<file path="config.mk">
export PLATFORM = sky130hd
export DESIGN_NAME = pwm_peripheral
export DESIGN_NICKNAME = d
export VERILOG_FILES = /design/src/rtl/pwm_peripheral.sv
export SDC_FILE = /design/constraint.sdc
export NUM_CORES = 1
export LEC_CHECK = 0
export BUFFER_PORTS_ARGS = -buffer_cell sky130_fd_sc_hd__buf_4
export CORE_MARGIN = 1.5
export CORE_UTILIZATION = 45
export CTS_BUF_LIST = sky130_fd_sc_hd__clkbuf_16
export CTS_CLUSTER_SIZE = 14
export DETAILED_ROUTE_END_ITERATION = 12
export PLACE_DENSITY = 0.73
export SLEW_MARGIN = 20
export SYNTH_ARGS = -nofsm -noshare
export SYNTH_HDL_FRONTEND = slang
export SYNTH_SLANG_ARGS = --single-unit
</file>
<file path="constraint.sdc">
create_clock -name clk -period 1.6 [get_ports clk]
set_input_delay 0.32 -clock clk [delete_from_list [all_inputs] [get_ports clk]]
set_output_delay 0.32 -clock clk [all_outputs]
set_load 0.02 [all_outputs]
</file>
<file path="src/rtl/pwm_peripheral.sv">
// Sixteen-channel drive block: each output is off, statically on, or driven by a shared PWM waveform
// whose duty is latched only at period boundaries so mid-period writes never glitch the output.
module pwm_peripheral #(
    parameter int PRESCALE = 10
) (
    input  logic        clk,
    input  logic        rst_n,
    input  logic [7:0]  en_reg_out_7_0,
    input  logic [7:0]  en_reg_out_15_8,
    input  logic [7:0]  en_reg_pwm_7_0,
    input  logic [7:0]  en_reg_pwm_15_8,
    input  logic [7:0]  pwm_duty_cycle,
    output logic [15:0] out,
    output logic        period_start
);

    localparam logic [9:0] PRE_LAST = 10'(PRESCALE - 1);

    logic [9:0]  prescaler;
    logic [7:0]  pwm_cnt;
    logic [7:0]  duty_shadow;
    logic        tick;
    logic        wrap;
    logic        pwm_level;
    logic [15:0] en_out;
    logic [15:0] en_pwm;

    // Full scale is special-cased so 8'hFF has no low slot at pwm_cnt==255.
    function automatic logic level_of(input logic [7:0] cnt, input logic [7:0] duty);
        return (duty == 8'hFF) ? 1'b1 : (cnt < duty);
    endfunction

    assign tick      = (prescaler == PRE_LAST);
    assign wrap      = tick && (pwm_cnt == 8'hFF);
    assign pwm_level = level_of(pwm_cnt, duty_shadow);
    assign en_out    = {en_reg_out_15_8, en_reg_out_7_0};
    assign en_pwm    = {en_reg_pwm_15_8, en_reg_pwm_7_0};

    always_ff @(posedge clk) begin
        if (!rst_n) begin
            prescaler    <= '0;
            pwm_cnt      <= '0;
            duty_shadow  <= '0;
            out          <= '0;
            period_start <= 1'b0;
        end else begin
            prescaler <= tick ? '0 : prescaler + 10'd1;
            if (tick) begin
                pwm_cnt <= pwm_cnt + 8'd1;
            end
            if (wrap) begin
                duty_shadow <= pwm_duty_cycle;
            end
            period_start <= wrap;
            // Enables are not period-buffered; only the PWM waveform itself is.
            out <= en_out & (~en_pwm | {16{pwm_level}});
        end
    end

endmodule
</file>
==> results.json <==
{
  "die_area_sq_um": 4540,
  "yosysTopAreaCellShare": 0.462,
  "clock_latency_ns": 0.28,
  "initial_utilization": 0.466,
  "reg2reg_depth": 7,
  "p_seq_frac": 0.483,
  "max-cap-violations": 0,
  "yosysSeqAreaShare": 0.462,
  "cp-end-kind": "register",
  "critPathKind": "register to register",
  "rows": 23,
  "r2r-start": "duty_shadow[6]",
  "antenna_left": 0,
  "drcViolationCount": 0,
  "r2r_slack_ns": 0.002,
  "diodes": 0,
  "crit_cells": 7,
  "startpoint_type": "register",
  "cp_slowest_stage_delay_ns": 0.33,
  "cts.htree.levels": 2,
  "worstMarginPinSlew_ns": 0.300,
  "overflow": 0,
  "syn-instance-count": 213,
  "globalRouteTotalUtil": 0.218,
  "root_buffer": "clkbuf_16",
  "synth.area.top_cells": "dfxtp_1 46%, a21oi_1 8.3%, ha_1 6.7%, nand2_1 5.4%, nand3_1 3.8%",
  "finalNetCount": 353,
  "synth_edf_count": 0,
  "worst_clock_skew_ns": 0.00519,
  "yosysMostFrequentCell": "dfxtp_1",
  "avgSynthCellArea_sq_um": 8.75,
  "clock_path_buffers": 2,
  "worstPathRequired_ns": 1.77,
  "synth_cell_type_count": 34,
  "power_switching_uw": 503,
  "place_congestion": 0.833,
  "rr_endpoint": "out[12]",
  "drive_gt1_frac": 0.394,
  "antenna_found_initial": 0,
  "io_buffer_count": 58,
  "clockPowerShare": 0.428,
  "cts_made_buffers": 5,
  "combPwrFrac": 0.089,
  "syn_nets": 265,
  "crit_path_max_fanout": 16,
  "hold_viol_final": 0,
  "slew_viol_final": 0,
  "relSlewSlack": 0.798,
  "p_int_mw": 1.78,
  "period_minus_slack_ns": 1.60,
  "synth_ff_type": "dfxtp_1",
  "grt_setup_unrepaired": "true",
  "arrival_ns": 1.77,
  "grt_max_degree": 20,
  "clkTransAtPathRegs_ns": 0.06,
  "place_ws_ns": -0.0787,
  "synthesis.area_sq_um": 1860,
  "setup_ws_ns": 0.00162,
  "synth_seq_cells": 43,
  "grt_pass1_vias": 1717,
  "clkSinkCount": 43,
  "core_sq_um": 4000,
  "clock.fmax_ghz": 0.626,
  "hpwl_microns": 3340,
  "slowest_stage": "dfxtp_2",
  "critPathTopFamily": "compound AO/OA/AOI/OAI gates",
  "cts_tree": "built",
  "swShare": 0.221,
  "status": "complete, no violations",
  "seqCellArea_sq_um": 867,
  "setup_viol_count_final": 0,
  "vias": 1801,
  "ioPinCount": 59,
  "synth_top_cell_by_area": "dfxtp_1",
  "multiInputGateArea_sq_um": 1030,
  "ys_async_sr_fraction": 0,
  "vdd_ir_drop_max_mv": 0.650,
  "cp-endpoint": "out[12]",
  "die_x_microns": 67.3,
  "grt_pass1_wl_microns": 7350,
  "setup-tns-final_ns": 0,
  "ys_warn_count": 0,
  "worstHoldPathType": "primary input to register",
  "postCtsHoldBufs": 0,
  "synth_common_cells": "43 x dfxtp_1, 31 x a21oi_1, 27 x nand2_1",
  "viasPerCell": 5.12,
  "cellLeakagePower_nw": 1.17,
  "fin_crit_sh": 0.999,
  "worst-path-buf-inv": 2,
  "avgRoutedWirePerCell_microns": 13.7,
  "power_per_cell_area_nw_per_um2": 808,
  "fp.dieH_microns": 67.3,
  "routed_wirelength_microns": 4810,
  "syn_to_final_growth_pct": 51.6,
  "drt_first_iter_violations": 108,
  "cp_cell_sequence": "inv_2 -> ha_4 -> and4_1 -> o21ai_2 -> o32ai_4 -> buf_12 -> a21oi_1",
  "crit_start": "duty_shadow[6]",
  "final.fill_count": 313,
  "drtPass1Iterations": 4
}
## repair_timing
| action | in CTS | in global routing |
|---|---|---|
| endpoints found under the setup margin | 18 | 26 |
| gates resized for setup | 8 | 16 |
| cloned | 1 | 0 |
| pin swaps | 1 | 3 |
| buffers inserted | 0 | 2 |
## kinds of logic (layout without fill, tap and decap cells)
| logic type | count (synthesis) | after routing | synth area share |
|---|---|---|---|
| AND/OR/NAND/NOR | 81 | 82 | 0.224 |
| AO/OA/AOI/OAI | 51 | 51 | 0.157 |
| flip-flops | 43 | 43 | 0.462 |
| XOR/XNOR | 9 | 9 | 0.0423 |
| buffers and inverters | 19 | 107 | 0.0477 |
| adder cells (fa/ha/maj) | 10 | 10 | 0.0672 |
## power groups by stage
| stage | logic [mW] | registers [mW] | clock network [mW] |
|---|---|---|---|
| 3_5_place_dp | 0.198 | 1.13 | 0 |
| 5_1_grt | 0.220 | 1.10 | 1.05 |
| 2_1_floorplan | 0.0429 | 1.15 | 0 |
| 4_1_cts | 0.200 | 1.10 | 0.995 |
| 6_report | 0.202 | 1.10 | 0.977 |
| 3_3_place_gp | 0.193 | 1.12 | 0 |
## final cells by class
cell class | instances | share of cell area
multi-input combinational | 152 | 0.364
tap | 50 | 0.0222
inverter | 11 | 0.0146
clock inverter | 3 | 0.00532
timing repair buffer | 88 | 0.243
sequential | 43 | 0.307
clock buffer | 5 | 0.0443
## state kept, by name, summed over array words and instances (netlist names)
| register | count |
|---|---|
| duty_shadow | 8 |
| period_start | 1 |
| prescaler | 10 |
| pwm_cnt | 8 |
| out | 16 |
## worst min-delay path by stage
stage,from,to,cells past startpoint
2_1_floorplan,en_reg_pwm_7_0[0],out[0],1
3_3_place_gp,duty_shadow[2],duty_shadow[2],2
3_5_place_dp,duty_shadow[2],duty_shadow[2],2
4_1_cts,en_reg_pwm_15_8[0],out[8],2
5_1_grt,en_reg_pwm_15_8[0],out[8],2
6_report,en_reg_pwm_15_8[1],out[9],2
## routing by layer
metal / GRT usage / vias up / wire length [microns]
met4: 0.0944 / 0 / 85
li1: - / 921 / -
met2: 0.366 / 47 / 2520
met5: 0 / - / 0
met3: 0.0750 / 10 / 247
met1: 0.249 / 823 / 1960
## layout by cell type (no fill, tap or decap), types with 2 or more instances in the layout
cell	netlist	final
inv_2	0	3
nand3_1	14	14
nor2_1	17	17
o31ai_2	0	3
buf_4	0	86
xnor2_1	7	7
o21ai_1	0	3
dfxtp_1	43	38
o21ai_0	10	6
nand2_1	27	27
clkbuf_16	0	5
clkinv_1	0	2
ha_4	0	3
nand4_1	4	4
dfxtp_2	0	5
a21oi_1	31	29
ha_1	10	7
nor3_1	3	3
inv_1	11	8
a21oi_2	0	2
or4_1	5	5
buf_12	0	2
xor2_1	2	2
nand3_2	1	2
## metrics by stage
stage          total power, mW  hold slack, ns  instance area (sq um)  utilization  cells
6_report                  2.28           0.199                   2820        0.706    352
5_1_grt                   2.37           0.195                   2820        0.706    352
4_1_cts                   2.30           0.194                   2760        0.691    350
3_5_place_dp              1.32           0.492                   2580        0.645    341
3_3_place_gp              1.32           0.480                   2580        0.645    341
2_1_floorplan             1.19           0.407                   1890            -    213
(Power assumes the default switching activity.)
